==> config.mk <==
export PLATFORM = sky130hd
export DESIGN_NAME = core_if_ifu
export DESIGN_NICKNAME = d
export VERILOG_FILES = /design/src/rtl/core_if_ifu_pkg.sv /design/src/rtl/core_if_ifu_bpu.sv /design/src/rtl/core_if_ifu.sv
export SDC_FILE = /design/constraint.sdc
export NUM_CORES = 1
export LEC_CHECK = 0
export CAP_MARGIN = 20
export CELL_PAD_IN_SITES_DETAIL_PLACEMENT = 0
export CELL_PAD_IN_SITES_GLOBAL_PLACEMENT = 2
export CORE_ASPECT_RATIO = 1.4
export CORE_MARGIN = 1
export CORE_UTILIZATION = 39
export DETAILED_ROUTE_END_ITERATION = 8
export GPL_ROUTABILITY_DRIVEN = 0
export PLACE_DENSITY = 0.88
export SLEW_MARGIN = 20
export SYNTH_ARGS = -nofsm -noshare
export SYNTH_HDL_FRONTEND = slang
export SYNTH_HIERARCHICAL = 1
export SYNTH_SLANG_ARGS = --single-unit
==> constraint.sdc <==
create_clock -name clk -period 21.8 [get_ports clk]
set_input_delay 2.18 -clock clk [delete_from_list [all_inputs] [get_ports clk]]
set_output_delay 2.18 -clock clk [all_outputs]
set_load 0.005 [all_outputs]
==> src/rtl/core_if_ifu_pkg.sv <==
`default_nettype none
// ============================================================================
// Module  : core_if_ifu_pkg
// Purpose : Shared widths, opcode constants, the fetch-buffer entry type and
//           the RV32 J/B immediate extractors used by the fetch stage.
// Contents: c_core_pc_width, c_core_inst_width, c_opcode_jal, c_opcode_branch,
//           fetch_entry_t, imm_j(), imm_b()
// Revision: 1.0 - initial release
// ============================================================================
package core_if_ifu_pkg;

  localparam int         c_core_pc_width   = 32;
  localparam int         c_core_inst_width = 32;

  localparam logic [6:0] c_opcode_jal      = 7'b1101111;
  localparam logic [6:0] c_opcode_branch   = 7'b1100011;

  // One decoded fetch slot as handed to decode.
  typedef struct packed {
    logic [c_core_pc_width-1:0]   pc;
    logic [c_core_inst_width-1:0] inst;
    logic                         predict;
  } fetch_entry_t;

  // Sign-extended JAL offset.
  function automatic logic [c_core_pc_width-1:0] imm_j(
    input logic [c_core_inst_width-1:0] inst
  );
    return {{12{inst[31]}}, inst[19:12], inst[20], inst[30:21], 1'b0};
  endfunction

  // Sign-extended conditional-branch offset.
  function automatic logic [c_core_pc_width-1:0] imm_b(
    input logic [c_core_inst_width-1:0] inst
  );
    return {{20{inst[31]}}, inst[7], inst[30:25], inst[11:8], 1'b0};
  endfunction

endpackage : core_if_ifu_pkg
`default_nettype wire

==> src/rtl/core_if_ifu_bpu.sv <==
`default_nettype none
// ============================================================================
// Module  : core_if_ifu_bpu
// Purpose : Static branch predictor. JAL is always taken; conditional
//           branches are taken when their offset is negative (backward);
//           everything else, including JALR, falls through.
// Ports   : i_inst   in  instruction being predicted
//           i_pc     in  address of that instruction
//           o_taken  out prediction
//           o_target out predicted target (valid when o_taken)
// Revision: 1.0 - initial release
// ============================================================================
module core_if_ifu_bpu
  import core_if_ifu_pkg::*;
(
  input  logic [c_core_inst_width-1:0] i_inst,
  input  logic [c_core_pc_width-1:0]   i_pc,
  output logic                         o_taken,
  output logic [c_core_pc_width-1:0]   o_target
);

  logic [6:0]                 w_opcode;
  logic                       w_is_jal;
  logic                       w_is_bwd_branch;
  logic [c_core_pc_width-1:0] w_imm;

  always_comb begin
    w_opcode        = i_inst[6:0];
    w_is_jal        = (w_opcode == c_opcode_jal);
    // Branch offset sign lives in inst[31]; backward branches look like loops.
    w_is_bwd_branch = (w_opcode == c_opcode_branch) && i_inst[31];
    w_imm           = w_is_jal ? imm_j(i_inst) : imm_b(i_inst);
    o_taken         = w_is_jal | w_is_bwd_branch;
    o_target        = i_pc + w_imm;
  end

endmodule : core_if_ifu_bpu
`default_nettype wire

==> src/rtl/core_if_ifu.sv <==
`default_nettype none
// ============================================================================
// Module  : core_if_ifu
// Purpose : Instruction-fetch stage. Generates the fetch PC, issues in-order
//           requests to a variable-latency imem port under a credit limit,
//           predicts statically on each response, and buffers {pc, inst,
//           predict} in a small FIFO drained by decode. Flush redirects and
//           predicted-taken redirects discard the stale in-flight responses.
// Ports   : clk, rst (async, active-high)
//           o_req_valid/i_req_ready/o_req_addr    imem request
//           i_rsp_valid/i_rsp_inst                imem response (in order)
//           i_pipe_flush_req/i_flush_pc           redirect from execute
//           o_valid/i_ready                       decode handshake
//           o_pc/o_inst/o_branch_predict          FIFO head
// Revision: 1.0 - initial release
// ============================================================================
module core_if_ifu
  import core_if_ifu_pkg::*;
#(
  parameter logic [c_core_pc_width-1:0] PC_RESET   = 32'h8000_0000,
  parameter int                         FIFO_DEPTH = 2
) (
  input  logic                         clk,
  input  logic                         rst,
  output logic                         o_req_valid,
  input  logic                         i_req_ready,
  output logic [c_core_pc_width-1:0]   o_req_addr,
  input  logic                         i_rsp_valid,
  input  logic [c_core_inst_width-1:0] i_rsp_inst,
  input  logic                         i_pipe_flush_req,
  input  logic [c_core_pc_width-1:0]   i_flush_pc,
  output logic                         o_valid,
  input  logic                         i_ready,
  output logic [c_core_pc_width-1:0]   o_pc,
  output logic [c_core_inst_width-1:0] o_inst,
  output logic                         o_branch_predict
);

  localparam int                         c_cnt_w        = $clog2(FIFO_DEPTH) + 1;
  localparam logic [c_cnt_w:0]           c_credit_limit = (c_cnt_w + 1)'(FIFO_DEPTH);
  localparam logic [c_core_pc_width-1:0] c_pc_step      = 4;

  // Control state
  logic                       r_started;
  logic [c_core_pc_width-1:0] r_pc;
  logic [c_cnt_w-1:0]         r_outstanding;
  logic [c_cnt_w-1:0]         r_drop_cnt;

  // PCs of live (not-to-be-dropped) requests, oldest at index 0.
  logic [c_core_pc_width-1:0] r_pcq [FIFO_DEPTH];
  logic [c_cnt_w-1:0]         r_pcq_cnt;

  // Output buffer, head at index 0.
  fetch_entry_t               r_fifo [FIFO_DEPTH];
  logic [c_cnt_w-1:0]         r_fifo_cnt;

  logic                       w_bpu_taken;
  logic [c_core_pc_width-1:0] w_bpu_target;
  logic                       w_dropping;
  logic                       w_rsp_accept;
  logic                       w_redirect;
  logic                       w_credit_ok;
  logic                       w_req_hs;
  logic                       w_pop;
  logic [c_cnt_w-1:0]         w_out_after_rsp;
  logic [c_cnt_w-1:0]         w_fifo_wr_idx;
  logic [c_cnt_w-1:0]         w_pcq_wr_idx;
  fetch_entry_t               w_push_entry;

  // The response always belongs to the oldest live request.
  core_if_ifu_bpu u_bpu (
    .i_inst   (i_rsp_inst),
    .i_pc     (r_pcq[0]),
    .o_taken  (w_bpu_taken),
    .o_target (w_bpu_target)
  );

  always_comb begin
    w_dropping      = (r_drop_cnt != '0);
    w_rsp_accept    = i_rsp_valid & ~i_pipe_flush_req & ~w_dropping;
    w_redirect      = w_rsp_accept & w_bpu_taken;
    // Requests in flight plus buffered entries never exceed the FIFO depth,
    // so every response is guaranteed a slot.
    w_credit_ok     = ({1'b0, r_outstanding} + {1'b0, r_fifo_cnt}) < c_credit_limit;
    o_req_valid     = r_started & ~i_pipe_flush_req & ~w_redirect & w_credit_ok;
    o_req_addr      = r_pc;
    w_req_hs        = o_req_valid & i_req_ready;
    w_out_after_rsp = r_outstanding - c_cnt_w'(i_rsp_valid);

    o_valid          = (r_fifo_cnt != '0) & ~i_pipe_flush_req;
    w_pop            = o_valid & i_ready;
    o_pc             = r_fifo[0].pc;
    o_inst           = r_fifo[0].inst;
    o_branch_predict = r_fifo[0].predict;

    w_fifo_wr_idx        = r_fifo_cnt - c_cnt_w'(w_pop);
    w_pcq_wr_idx         = r_pcq_cnt - c_cnt_w'(w_rsp_accept);
    w_push_entry.pc      = r_pcq[0];
    w_push_entry.inst    = i_rsp_inst;
    w_push_entry.predict = w_bpu_taken;
  end

  // PC, credit and drop bookkeeping.
  always_ff @(posedge clk or posedge rst) begin
    if (rst) begin
      r_started     <= 1'b0;
      r_pc          <= PC_RESET;
      r_outstanding <= '0;
      r_drop_cnt    <= '0;
    end else begin
      r_started     <= 1'b1;
      r_outstanding <= r_outstanding + c_cnt_w'(w_req_hs) - c_cnt_w'(i_rsp_valid);
      if (i_pipe_flush_req) begin
        r_pc       <= i_flush_pc;
        r_drop_cnt <= w_out_after_rsp;
      end else if (w_redirect) begin
        // Everything still in flight was fetched down the fall-through path.
        r_pc       <= w_bpu_target;
        r_drop_cnt <= w_out_after_rsp;
      end else begin
        if (w_req_hs) begin
          r_pc <= r_pc + c_pc_step;
        end
        if (i_rsp_valid && w_dropping) begin
          r_drop_cnt <= r_drop_cnt - c_cnt_w'(1);
        end
      end
    end
  end

  // PC queue: push on request handshake, pop on accepted response. Dropped
  // responses never had a live entry, so a flush/redirect simply empties it.
  always_ff @(posedge clk or posedge rst) begin
    if (rst) begin
      r_pcq_cnt <= '0;
      for (int i = 0; i < FIFO_DEPTH; i++) begin
        r_pcq[i] <= '0;
      end
    end else if (i_pipe_flush_req || w_redirect) begin
      r_pcq_cnt <= '0;
    end else begin
      r_pcq_cnt <= r_pcq_cnt + c_cnt_w'(w_req_hs) - c_cnt_w'(w_rsp_accept);
      for (int i = 0; i < FIFO_DEPTH; i++) begin
        if (w_req_hs && (c_cnt_w'(i) == w_pcq_wr_idx)) begin
          r_pcq[i] <= r_pc;
        end else if (w_rsp_accept && (i < FIFO_DEPTH - 1)) begin
          r_pcq[i] <= r_pcq[i+1];
        end
      end
    end
  end

  // Output FIFO: shift on pop, write at the slot that is free after the pop,
  // so push and pop in the same cycle work at full occupancy.
  always_ff @(posedge clk or posedge rst) begin
    if (rst) begin
      r_fifo_cnt <= '0;
      for (int i = 0; i < FIFO_DEPTH; i++) begin
        r_fifo[i] <= '0;
      end
    end else if (i_pipe_flush_req) begin
      r_fifo_cnt <= '0;
    end else begin
      r_fifo_cnt <= r_fifo_cnt + c_cnt_w'(w_rsp_accept) - c_cnt_w'(w_pop);
      for (int i = 0; i < FIFO_DEPTH; i++) begin
        if (w_rsp_accept && (c_cnt_w'(i) == w_fifo_wr_idx)) begin
          r_fifo[i] <= w_push_entry;
        end else if (w_pop && (i < FIFO_DEPTH - 1)) begin
          r_fifo[i] <= r_fifo[i+1];
        end
      end
    end
  end

endmodule : core_if_ifu
`default_nettype wire

Yosys cells after proc, flatten, opt, wreduce, memory -nomap -nowiden --
Index checks and enable logic that the tools add are counted.
Operators by class: add/subtract/negate cells 13, $lt $le $gt $ge 1, equal/unequal tests 4, mux-type cells 13, bitwise operators 14, reductions and logical operators 19
Operators with widths (number):
- two-way mux 32 bit | 5
- two-way mux 65 bit | 2
- adder 32 x 3 -> 32 bit (second input constant) | 1
- adder 32 bit | 1
- two-way mux 20 bit | 1
- == test 7 bit (second input constant) | 2
- subtractor 2 x 1 -> 2 bit | 6
- two-way mux 2 bit | 5
- bitwise AND 1 bit | 9
- AND reduction 2 bit | 4
- nonzero test 2 bit | 4
- adder 2 x 1 -> 2 bit | 3
- logical AND 1 bit | 6
- nonzero test 3 bit | 2
- == test 1 x 2 -> 1 bit (first input constant) | 2
- logical NOT 2 bit | 2
- NOT 1 bit | 4
- adder 2 x 2 -> 3 bit | 1
- < comparator 3 x 2 -> 1 bit (second input constant) | 1
- subtractor 2 x 1 -> 2 bit (second input constant) | 1
- logical OR 1 bit | 1
- bitwise OR 1 bit | 1
Storage, ports and cells: register bits after elaboration 235, input bits 70, output and inout port bits 99

Longest topological paths before layout --
Gate-level depths: netlist of the first run.
depth after elaboration 11, depth in mapped cells 19, gate-level depth less buffers 18

Modules after synthesis --
Netlist of the first run, hierarchy kept.
Modules (own cells, without submodules):
- core_if_ifu | times used 1, cells each 1039, area each 11305.8 µm², seq. area each 5881.9 µm²
- core_if_ifu_bpu | times used 1, cells each 249, area each 1809.2 µm², seq. area each 0.0 µm²

Least setup slack after synthesis of the first run --
Ideal clock, no wire load.
kind input to register, start in i_rsp_inst[6], end reg r_pc[25], in the netlist o_req_addr[25], setup time 0.126 ns, arrival time 5.468 ns, data required time 21.674 ns, path slack 16.206 ns, stages 17, buffers on the path 1, path through nor2b_1 -> nand4_1 -> nor2_1 -> clkbuf_1 -> mux2_2 -> ha_1 -> inv_1 -> fa_1 -> nor2b_1 -> o31a_4 -> a211oi_2 -> o31ai_4 -> o41ai_2 -> xnor2_1 -> a221o_1 -> a31oi_1 -> o21ai_0
On the way: elaborated cells on any way between the ends 14, those cells by class 1 x add/sub; 2 x eq/ne; 3 x mux; 6 x bitwise; 2 x reduce/logical
RTL lines:
- start, declared | RTL line core_if_ifu.sv:29 | input logic [c_core_inst_width-1:0] i_rsp_inst,
- == test 7 bit | RTL line core_if_ifu_bpu.sv:29 | w_is_jal = (w_opcode == c_opcode_jal);
- two-way mux 20 bit | RTL line core_if_ifu_bpu.sv:32 | w_imm = w_is_jal ? imm_j(i_inst) : imm_b(i_inst);
- adder 32 bit | RTL line core_if_ifu_bpu.sv:34 | o_target = i_pc + w_imm;
- net w_bpu_target[25] | RTL line core_if_ifu.sv:58 | logic [c_core_pc_width-1:0] w_bpu_target;
- two-way mux 32 bit | RTL line core_if_ifu.sv:116 | end else if (w_redirect) begin
- two-way mux 32 bit | RTL line core_if_ifu.sv:113 | if (i_pipe_flush_req) begin
- end signal, assigned | RTL line core_if_ifu.sv:114 | r_pc <= i_flush_pc;
- end signal, assigned | RTL line core_if_ifu.sv:118 | r_pc <= w_bpu_target;
- end signal, assigned | RTL line core_if_ifu.sv:122 | r_pc <= r_pc + c_pc_step;
- end, declared | RTL line core_if_ifu.sv:45 | logic [c_core_pc_width-1:0] r_pc;
The timed path passes the listed nets, and every way through them passes these cells. A chain may end at the register's enable or synchronous reset.

Worst setup path in the final report of the first run --
start in i_rsp_inst[31], end out o_req_valid
On the way: word-level cells in the longest chain between the ends 6
Ends and longest elaborated chain:
- logical AND 1 bit | RTL line core_if_ifu_bpu.sv:31 | w_is_bwd_branch = (w_opcode == c_opcode_branch) && i_inst[31];
- bitwise OR 1 bit | RTL line core_if_ifu_bpu.sv:33 | o_taken = w_is_jal | w_is_bwd_branch;
- net w_bpu_taken | RTL line core_if_ifu.sv:57 | logic w_bpu_taken;
- bitwise AND 1 bit | RTL line core_if_ifu.sv:81 | w_redirect = w_rsp_accept & w_bpu_taken;
- NOT 1 bit | RTL line core_if_ifu.sv:85 | o_req_valid = r_started & ~i_pipe_flush_req & ~w_redirect & w_credit_ok;
- bitwise AND 1 bit (2 in series) | RTL line core_if_ifu.sv:85
- end, declared | RTL line core_if_ifu.sv:25 | output logic o_req_valid,
The timed path passes the listed nets, and every way through them passes these cells.

==> summary.md, run 1 <==
| Metric | Value |
|---|---|
| Share of cells above drive strength 1 | `13.4%` |
| Antenna cell count | `0` |
| WL/cell | `between 15 and 20 µm` |
| Worst Hold End | `r_fifo[55]` |
| Max clock buf depth | `3` |
| Syn_area_per_cell | `10.2 µm²` |
| Clk sinks | `roughly 240` |
| Die ar. | `34,400 µm²` |
| Pwr per Cell Area | `133 nW/µm²` |
| CTS tree | `yes` |
| Syn_nets | `approximately 1,400` |
| Critical path capture point type | `output pin` |
| Commonest cells post-synth | `234 x dfrtp_1, 142 x nor2_1, 140 x a21oi_1, 102 x mux2_2, 73 x buf_4` |
| Final slew viol count | `0` |
| Critical-path maximum fanout | `28` |
| Layout Utilization | `a little under half` |
| Worst-Margin Slew | `between 1 and 1.5 ns` |
| Most frequent cell after synthesis | `dfrtp_1` |
| Via density per instance | `5.40` |
| Worst VDD drop | `0.0543 mV` |
| Port Buffer Count | `168` |
| Core Area | `33,200 µm²` |
| Post-synth ARST share | `100%` |
| Tmin final | `7.13 ns` |
| RR Endpoint | `r_pcq[4]` |
| H-tree depth | `1` |
| Global Route Usage Sum | `20.9%` |
| Setup repair bufs after CTS | `0` |
| Yosys reg bits | `235` |
| Netlist cell types | `77` |
| ANT nets after route | `0` |
| Congestion Overflow GR | `0` |
| Setup slack, reg-to-reg | `about 18 ns` |
| Initial Util | `39.5%` |
| Register area share after synthesis | `44.8%` |
| Net count, final | `1,473` |
| F_max | `0.140 GHz` |
| Drc violations | `2` |
| Max_cap viols | `0` |
| Gate Count Post-Synth | `1,288` |
| Final period util | `32.7%` |
| Hold buffers post-CTS | `0` |
| EDFF count, synth | `0` |
| Crit path kind | `primary input to output pin` |
| Pwr Total | `2.07 mW` |
| Outcome | `complete, but fails checks` |
| Endpoints failing setup | `0` |
| Multi-input logic area | `6360 µm²` |
| CP arrival | `4.95 ns` |
| Clk root buf | `clkbuf_16` |
| HP Class | `flop to flop` |
| Die X | `157 µm` |
| Ys flop type | `dfrtp_1` |
| Number of global-route vias before repair | `9,669` |
| Worst hold path cell count | `1` |
| Leakage power | `between 7 and 8 nW` |
| Crit path required time | `19.62 ns` |
| Setup TNS | `0 ns` |
| Die outline height | `219 µm` |
| Worst reg-to-reg path cell count | `8` |
| Worst-Skew Late Latency | `0.54 ns` |
| I/O pins | `roughly 170` |
| Synth warn | `6` |
| First-pass GRT wire length | `~55,000 µm` |
| Site Rows | `79` |
| Fin Clk Skew | `0.00889 ns` |
| Relative slew slack | `30.4%` |
| Hold Fails Final Rpt | `0` |
| RSZ-0062 raised after global routing | `false` |
| Largest net degree at the start of global routing | `105` |
| Top cell type by total area after synthesis | `dfrtp_1` |
| Clock buffer count from CTS | `24` |
| Number of DRC violations after detailed-routing iteration 0 | `633` |
| Share of the synthesized area in the top cell type | `44.6%` |
| Routed vias | `9,821` |
| Mapped Area | `13,100 µm²` |
| Reg clk slew, reported paths | `0.06 ns` |
| Hold Startpoint | `r_fifo[55]` |
| Final WL | `35,100 µm` |
| CP Launch Type | `primary input` |
| Pre-antenna DRT Iters | `9` |
| Fill cells | `3,186` |
| Resized cells post-CTS | `0` |
| HPWL Detailed | `24,400 µm` |
| Area contributors post-synth | `dfrtp_1 45%, mux2_2 8.8%, mux2i_1 5.5%` |
| Area Growth Syn to Fin | `18.7%` |
| Initial antenna violation count | `0` |
| Worst r2r src | `r_fifo_cnt[0]` |
| Sequential Area | `5880 µm²` |
| Violated checks | `DRC` |
==> stage by stage <==
step	setup slack [ns]	instances	area, µm²	hold WS, ns
5_1_grt	14.46	1820	15600	0.515
2_1_floorplan	13.18	1288	13100	0.478
3_5_place_dp	14.66	1776	14700	0.494
3_3_place_gp	14.64	1776	14700	0.488
4_1_cts	14.63	1820	15600	0.509
6_report	14.67	1820	15600	0.505
==> registers in the layout (all words and copies together), names as in the netlist <==
register          count
r_fifo               65
r_pcq                64
o_inst               32
o_pc                 32
o_req_addr           32
r_drop_cnt            2
r_fifo_cnt            2
r_outstanding         2
r_pcq_cnt             2
o_branch_predict      1
r_started             1
==> area by class of cell <==
type,count,share of cell area (%)
well taps,445,3.58
multi-input cells,888,40.8
flip-flops and latches,235,37.8
clock inverters,9,1.09
clock buffers,35,4.64
repair buffers,181,11.4
inverters,27,0.699
==> kinds of logic (layout without fill, tap and decap cells) <==
logic type                 Yosys count  after routing  synth area share, %
buffers and inverters              165            252                 6.95
adders and majority gates           46             46                 4.50
AOI/OAI and AO/OA                  304            304                 14.5
xor gates and xnor gates            53             53                 3.54
muxes                              174            174                 14.3
and+or+nand+nor                    310            310                 11.4
DFF                                235            235                 44.8
other                                1              1               0.0286
==> metal layers <==
layer	part of all wire [%]	up-vias	global-route usage, %
met4	2.6	0	7.42
met3	4.4	48	2.51
li1	-	4688	-
met2	47	269	33.7
met1	46	4816	28.8
met5	0	-	0
==> critical path, cell delays in order <==
cell and delay (ns):
clkdlybuf4s50_1 0.79, nand2_1 0.20, a21oi_1 0.21, nand3_1 0.12, buf_4 0.32, nand2_2 0.21
nor4b_1 0.34, clkdlybuf4s50_1 0.56
==> power by group <==
group          switching, mW  total, mW  internal (mW)
clock                  0.177      0.466          0.289
sequential             0.148      0.769          0.621
combinational          0.409      0.837          0.428
==> cells in the final DEF, fill, tap and decap left out, types with 14 or more instances in the layout <==
master             n
o22ai_1           33
a21oi_1          139
nand3_1           21
nand4_1           14
and3_1            14
mux2_2           102
clkbuf_16         25
clkdlybuf4s50_1  167
dfrtp_1          234
a21o_1            14
mux2i_1           72
xnor2_1           23
o21ai_0           33
inv_1             25
nor2_1           142
xor2_1            30
nand2_1           65
ha_1              44
==> worst max-delay path by stage <==
| stage | startpoint | to |
|---|---|---|
| floorplan | rst | o_branch_predict |
| global placement | i_rsp_inst[31] | o_req_valid |
| detailed placement | i_rsp_inst[31] | o_req_valid |
| CTS | i_rsp_inst[31] | o_req_valid |
| global route | i_rsp_inst[31] | o_req_valid |
| finish | i_rsp_inst[31] | o_req_valid |
(Power assumes the default switching activity.)
==> run 2: changes to the inputs <==
Settings changed: CORE_UTILIZATION 39 to 36, PLACE_DENSITY 0.88 to 0.83.
Clock period 21.8 ns to 6.8 ns, I/O delays scaled along.
==> summary.md, run 2 (synthesis results as in run 1) <==
| Metric | Value |
|---|---|
| Outcome | `finished clean` |
| Placed Area | `between 10,000 and 15,000 µm²` |
| Routed vias | `9,874` |
| WL/cell | `19.5 µm` |
| Pwr per Cell Area | `between 400 and 500 nW/µm²` |
| Port Buffer Count | `~170` |
| Hold Fails Final Rpt | `0` |
| Worst VDD drop | `0.191 mV` |
| Antenna cell count | `0` |
| Die outline height | `228 µm` |
| Reg clk slew, reported paths | `roughly 0.060 ns` |
| I/O pins | `169` |
| Worst-Margin Slew | `1.09 ns` |
| First-pass GRT wire length | `56,200 µm` |
| Via density per instance | `5.37` |
| Pre-antenna DRT Iters | `5` |
| Share of cells above drive strength 1 | `13.6%` |
| CTS tree | `yes` |
| Clk root buf | `clkbuf_16` |
| Final slew viol count | `0` |
| Layout Utilization | `a little over two fifths` |
| Clk sinks | `235` |
| Most common cell after layout, fill and taps aside | `dfrtp_1` |
| Critical-path maximum fanout | `14` |
| Core Area | `35,800 µm²` |
| Hold buffers post-CTS | `0` |
| Fill cells | `roughly 3,500` |
| Setup slack, reg-to-reg | `2.94 ns` |
| RR Endpoint | `r_pcq[51]` |
| HP Class | `primary input to asynchronous set/reset pin` |
| Final hold slack | `around 0.46 ns` |
| Final WL | `35,800 µm` |
| HPWL Detailed | `25,200 µm` |
| Initial Util | `36.6%` |
| H-tree depth | `1` |
| Setup repair bufs after CTS | `0` |
| Worst r2r src | `r_fifo_cnt[0]` |
| Max reg flops | `65` |
| Worst-Skew Late Latency | `approximately 0.54 ns` |
| Critical path capture point type | `flop` |
| Worst reg-to-reg path cell count | `8` |
| Clock buffer count from CTS | `25` |
| Global Route Usage Sum | `19.3%` |
| Tmin final | `4.99 ns` |
| Placed insts | `1,794` |
| Worst Setup SP | `i_rsp_inst[6]` |
| CP arrival | `approximately 5.4 ns` |
| Site Rows | `82` |
| Leakage power | `7.18 nW` |
| Initial antenna violation count | `0` |
| Worst setup endpoint | `o_req_addr[30]` |
| Max clock buf depth | `3` |
| Net count, final | `between 1,000 and 1,500` |
| Setup TNS | `0 ns` |
| Area Growth Syn to Fin | `18.7%` |
| Die X | `163 µm` |
| F_max | `about 0.20 GHz` |
| Max_cap viols | `0` |
| Final period util | `73.4%` |
| Commonest cells after routing, fill and taps aside | `234 x dfrtp_1, 167 x clkdlybuf4s50_1, 142 x nor2_1, 139 x a21oi_1, 102 x mux2_2` |
| Drc violations | `0` |
| Relative slew slack | `27.1%` |
| Largest regs | `r_fifo (65), r_pcq (64)` |
| Number of DRC violations after detailed-routing iteration 0 | `just over 700` |
| Crit path kind | `primary input to flop` |
| Post-Layout Cell Count | `1,840` |
| Endpoints failing setup | `0` |
| Final instance area | `15,600 µm²` |
| CP Launch Type | `primary input` |
| Congestion Overflow GR | `0` |
| Number of global-route vias before repair | `9,631` |
| Crit path required time | `7.20 ns` |
| Die ar. | `around 37,000 µm²` |
| Fin Clk Skew | `0.0132 ns` |
| RSZ-0062 raised after global routing | `false` |
| ANT nets after route | `0` |
| Biggest register | `r_fifo` |
| Resized cells post-CTS | `0` |
| Largest net degree at the start of global routing | `131` |
==> run 2: cell types whose count changed in the layout (fill, tap and decap cells not counted), moves of 2 or more <==
cell	previous run	this run
buf_12	0	2
bufinv_16	5	1
clkbuf_8	6	8
clkinvlp_4	0	2
inv_6	0	2
==> run 2: where the power goes <==
part           internal [mW]  total, mW  switching, mW
combinational           1.38       2.69           1.31
sequential              1.99       2.47          0.477
clock                  0.803       1.39          0.586
==> run 2: worst min-delay path by stage <==
stage / from / cells past startpoint / endpoint / slack (ns)
after floorplan: r_outstanding[0] / 1 / r_outstanding[0] / 0.48
final: rst / 2 / o_inst[22] / 0.46
after CTS: rst / 2 / r_fifo[44] / 0.44
after detailed placement: r_fifo[43] / 1 / r_fifo[43] / 0.49
after global routing: rst / 2 / r_fifo[23] / 0.47
after global placement: r_fifo[31] / 1 / r_fifo[31] / 0.49
==> run 2: stage by stage <==
stage | worst slack [ns] | power [mW]
after floorplan | 2.71 | 4.31
after global placement | 1.36 | 5.14
after detailed placement | 1.24 | 5.19
after CTS | 1.78 | 6.61
after global routing | 1.56 | 6.99
final | 1.81 | 6.55
==> run 2: critical path, cell delays in order <==
cell	delay (ns)
clkdlybuf4s50_1	0.50
nor2b_1	0.14
nand4_1	0.14
nor2_1	0.86
mux2_2	0.44
ha_1	0.29
a211oi_1	0.25
nor2_1	0.12
o31ai_2	0.37
a21oi_1	0.12
nor3b_1	0.52
o31ai_1	0.18
xor2_1	0.19
or3_1	0.39
o221ai_1	0.08
mux2i_1	0.10
==> run 2: cell type report <==
type	instances	area (µm²)	area share, %
clock buffers	37	751	4.82
clock inverters	9	80.1	0.514
inverters	27	105	0.675
multi-input cells	888	6360	40.9
flip-flops and latches	235	5880	37.8
well taps	462	578	3.71
repair buffers	182	1810	11.6
==> run 2: metal layers <==
metal  share of wire [%]  up-vias  global-route usage (%)
met2                  47      255                    30.9
met3                 4.6       54                    2.13
li1                    -     4703                       -
met4                 2.6        0                    6.25
met1                  46     4862                    27.0
met5                   0        -                       0
==> run 3: changes to the inputs <==
Clock period 6.8 ns to 5.2 ns, I/O delays scaled along.
==> summary.md, run 3 (synthesis results as in run 1) <==
| Metric | Value |
|---|---|
| Congestion Overflow GR | `0` |
| Max_cap viols | `0` |
| Clock group share of total power | `22.3%` |
| Worst reg-to-reg path cell count | `10` |
| F_max | `between 0.2 and 0.25 GHz` |
| CP Cell Sequence | `clkdlybuf4s50_1, nor2b_1, nand4_1, nor2_1, buf_4, mux2_2, ha_1, a211oi_1, nor2_1, o31ai_2, a31oi_1, a22oi_1, o311ai_1, xor2_1, a221o_1, nand2_1, nand3_1` |
| Biggest register | `r_fifo` |
| Slowest CP cell | `clkdlybuf4s50_1` |
| Routed vias | `9,855` |
| ANT nets after route | `0` |
| First-pass GRT wire length | `56,300 µm` |
| Post-route worst setup slack | `1.01 ns` |
| CTS tree | `yes` |
| Setup repair bufs after CTS | `0` |
| Worst setup endpoint | `o_req_addr[28]` |
| Max incr delay on CP | `0.49 ns` |
| Die X | `163 µm` |
| Setup slack, reg-to-reg | `1.74 ns` |
| RR Endpoint | `r_pcq[50]` |
| Worst Setup SP | `i_rsp_inst[6]` |
| I/O pins | `169` |
| Worst hold path cell count | `3` |
| Core Area | `35,800 µm²` |
| Met3 wire length | `1720 µm` |
| Combinational power share | `between 40% and 50%` |
| Final period util | `80.6%` |
| Port Buffer Count | `168` |
| Die outline height | `between 200 and 250 µm` |
| Hold Fails Final Rpt | `0` |
| HP Class | `primary input to flop` |
| Number of global-route vias before repair | `around 9,600` |
| Resized cells post-CTS | `0` |
| Antenna cell count | `0` |
| Final WL | `35,800 µm` |
| Metal-1 WL | `between 15,000 and 20,000 µm` |
| Site Rows | `82` |
| Clk sinks | `235` |
| Internal power | `5.61 mW` |
| Largest net degree at the start of global routing | `124` |
| P_sw | `3.07 mW` |
| Final slew viol count | `0` |
| Pre-antenna DRT Iters | `5` |
| RSZ-0062 raised after global routing | `false` |
| Number of DRC violations after detailed-routing iteration 0 | `between 500 and 600` |
| Critical-path maximum fanout | `14` |
| Leakage power | `7.24 nW` |
| Relative slew slack | `32.5%` |
| Endpoints failing setup | `0` |
| CP most frequent cell | `nor2_1` |
| Setup TNS | `0 ns` |
| Reg clk slew, reported paths | `approximately 0.06 ns` |
| Clock buffer count from CTS | `25` |
| Switching Share | `35.4%` |
| Critical path capture point type | `flop` |
| Commonest cells after routing, fill and taps aside | `234 x dfrtp_1, 167 x clkdlybuf4s50_1, 142 x nor2_1, 139 x a21oi_1, 102 x mux2_2` |
| Global Route Usage Sum | `roughly 19%` |
| HPWL Detailed | `25,400 µm` |
| Worst r2r src | `r_fifo_cnt[0]` |
| Via density per instance | `5.35` |
| Worst slack, placed | `0.544 ns` |
| CP Launch Type | `primary input` |
| Largest regs | `r_fifo (65), r_pcq (64)` |
| Clk root buf | `clkbuf_16` |
| Net count, final | `between 1,000 and 1,500` |
| H-tree depth | `1` |
| Die ar. | `around 37,000 µm²` |
| Top Layer Used | `met4` |
| Max reg flops | `65` |
| Max clock buf depth | `3` |
| Worst VDD drop | `0.250 mV` |
| Worst-Margin Slew | `1.01 ns` |
| Crit path required time | `roughly 5.6 ns` |
| Reg power frac | `37.1%` |
| Met2 WL post-DR | `16,600 µm` |
| Initial antenna violation count | `0` |
| Pwr per Cell Area | `553 nW/µm²` |
| Hold buffers post-CTS | `0` |
| Outcome | `finished clean` |
| Fill cells | `between 3,000 and 4,000` |
| Drc violations | `0` |
| Most common cell after layout, fill and taps aside | `dfrtp_1` |
| WL/cell | `19.4 µm` |
| Tmin final | `4.19 ns` |
| CP arrival | `4.61 ns` |
| Share of cells above drive strength 1 | `13.7%` |
| Fin Clk Skew | `approximately 0.023 ns` |
| Initial Util | `about 37%` |
| Crit path kind | `primary input to flop` |
| Worst-Skew Late Latency | `about 0.55 ns` |
| Area Growth Syn to Fin | `19.6%` |
run 3: changes by cell type in the layout (fill, tap and decap cells not counted), sizes merged:
cell      change
clkbuf        -1
bufinv        +3
inv           -1
buf           +5
clkinv        -3
clkinvlp      -1
run 3: area by class of cell:
cell class	count	area, µm²	share of cell area, %
repair buffers	187	1880	12.0
inverters	27	105	0.670
flip-flops and latches	235	5880	37.5
clock inverters	7	139	0.885
well taps	462	578	3.69
multi-input cells	888	6350	40.5
clock buffers	36	747	4.76
run 3: critical path, delay by kind of cell:
family                   cells  cell delay, ns
AO/OA/AOI/OAI                6            1.80
AND/OR/NAND/NOR              6            0.73
buffers and inverters        2            0.72
multiplexers                 1            0.38
adder cells (fa/ha/maj)      1            0.30
XOR/XNOR                     1            0.17
run 3: per-stage QoR:
step | cells | power [mW] | cell area, µm² | hold WS, ns | util, %
finish | 1842 | 8.68 | 15700 | 0.469 | 43.8
global route | 1842 | 9.25 | 15700 | 0.514 | 43.8
floorplan | 1288 | 5.64 | 13100 | 0.478 | -
detailed placement | 1799 | 6.77 | 14800 | 0.495 | 41.3
global placement | 1797 | 6.71 | 14800 | 0.489 | 41.2
CTS | 1842 | 8.75 | 15700 | 0.451 | 43.8
run 3: worst min-delay path by stage:
stage | from | endpoint | slack, ns
CTS | i_pipe_flush_req | o_req_addr[27] | 0.45
detailed placement | r_fifo[16] | r_fifo[16] | 0.50
global placement | r_fifo[24] | r_fifo[24] | 0.49
floorplan | r_outstanding[0] | r_outstanding[0] | 0.48
finish | i_pipe_flush_req | o_req_addr[27] | 0.47
global route | r_fifo[16] | r_fifo[16] | 0.51
run 3: power by group through the flow:
stage	combinational (mW)	sequential (mW)	clock, mW
floorplan	2.61	3.02	0
global route	3.87	3.33	2.05
global placement	3.48	3.22	0
CTS	3.54	3.23	1.99
finish	3.53	3.22	1.93
detailed placement	3.51	3.26	0
run 3: layer usage:
metal | GRT usage (%) | up-vias
met1 | 26.9 | 4833
met2 | 30.5 | 261
li1 | - | 4708
met5 | 0 | -
met3 | 2.49 | 53
met4 | 6.34 | 0
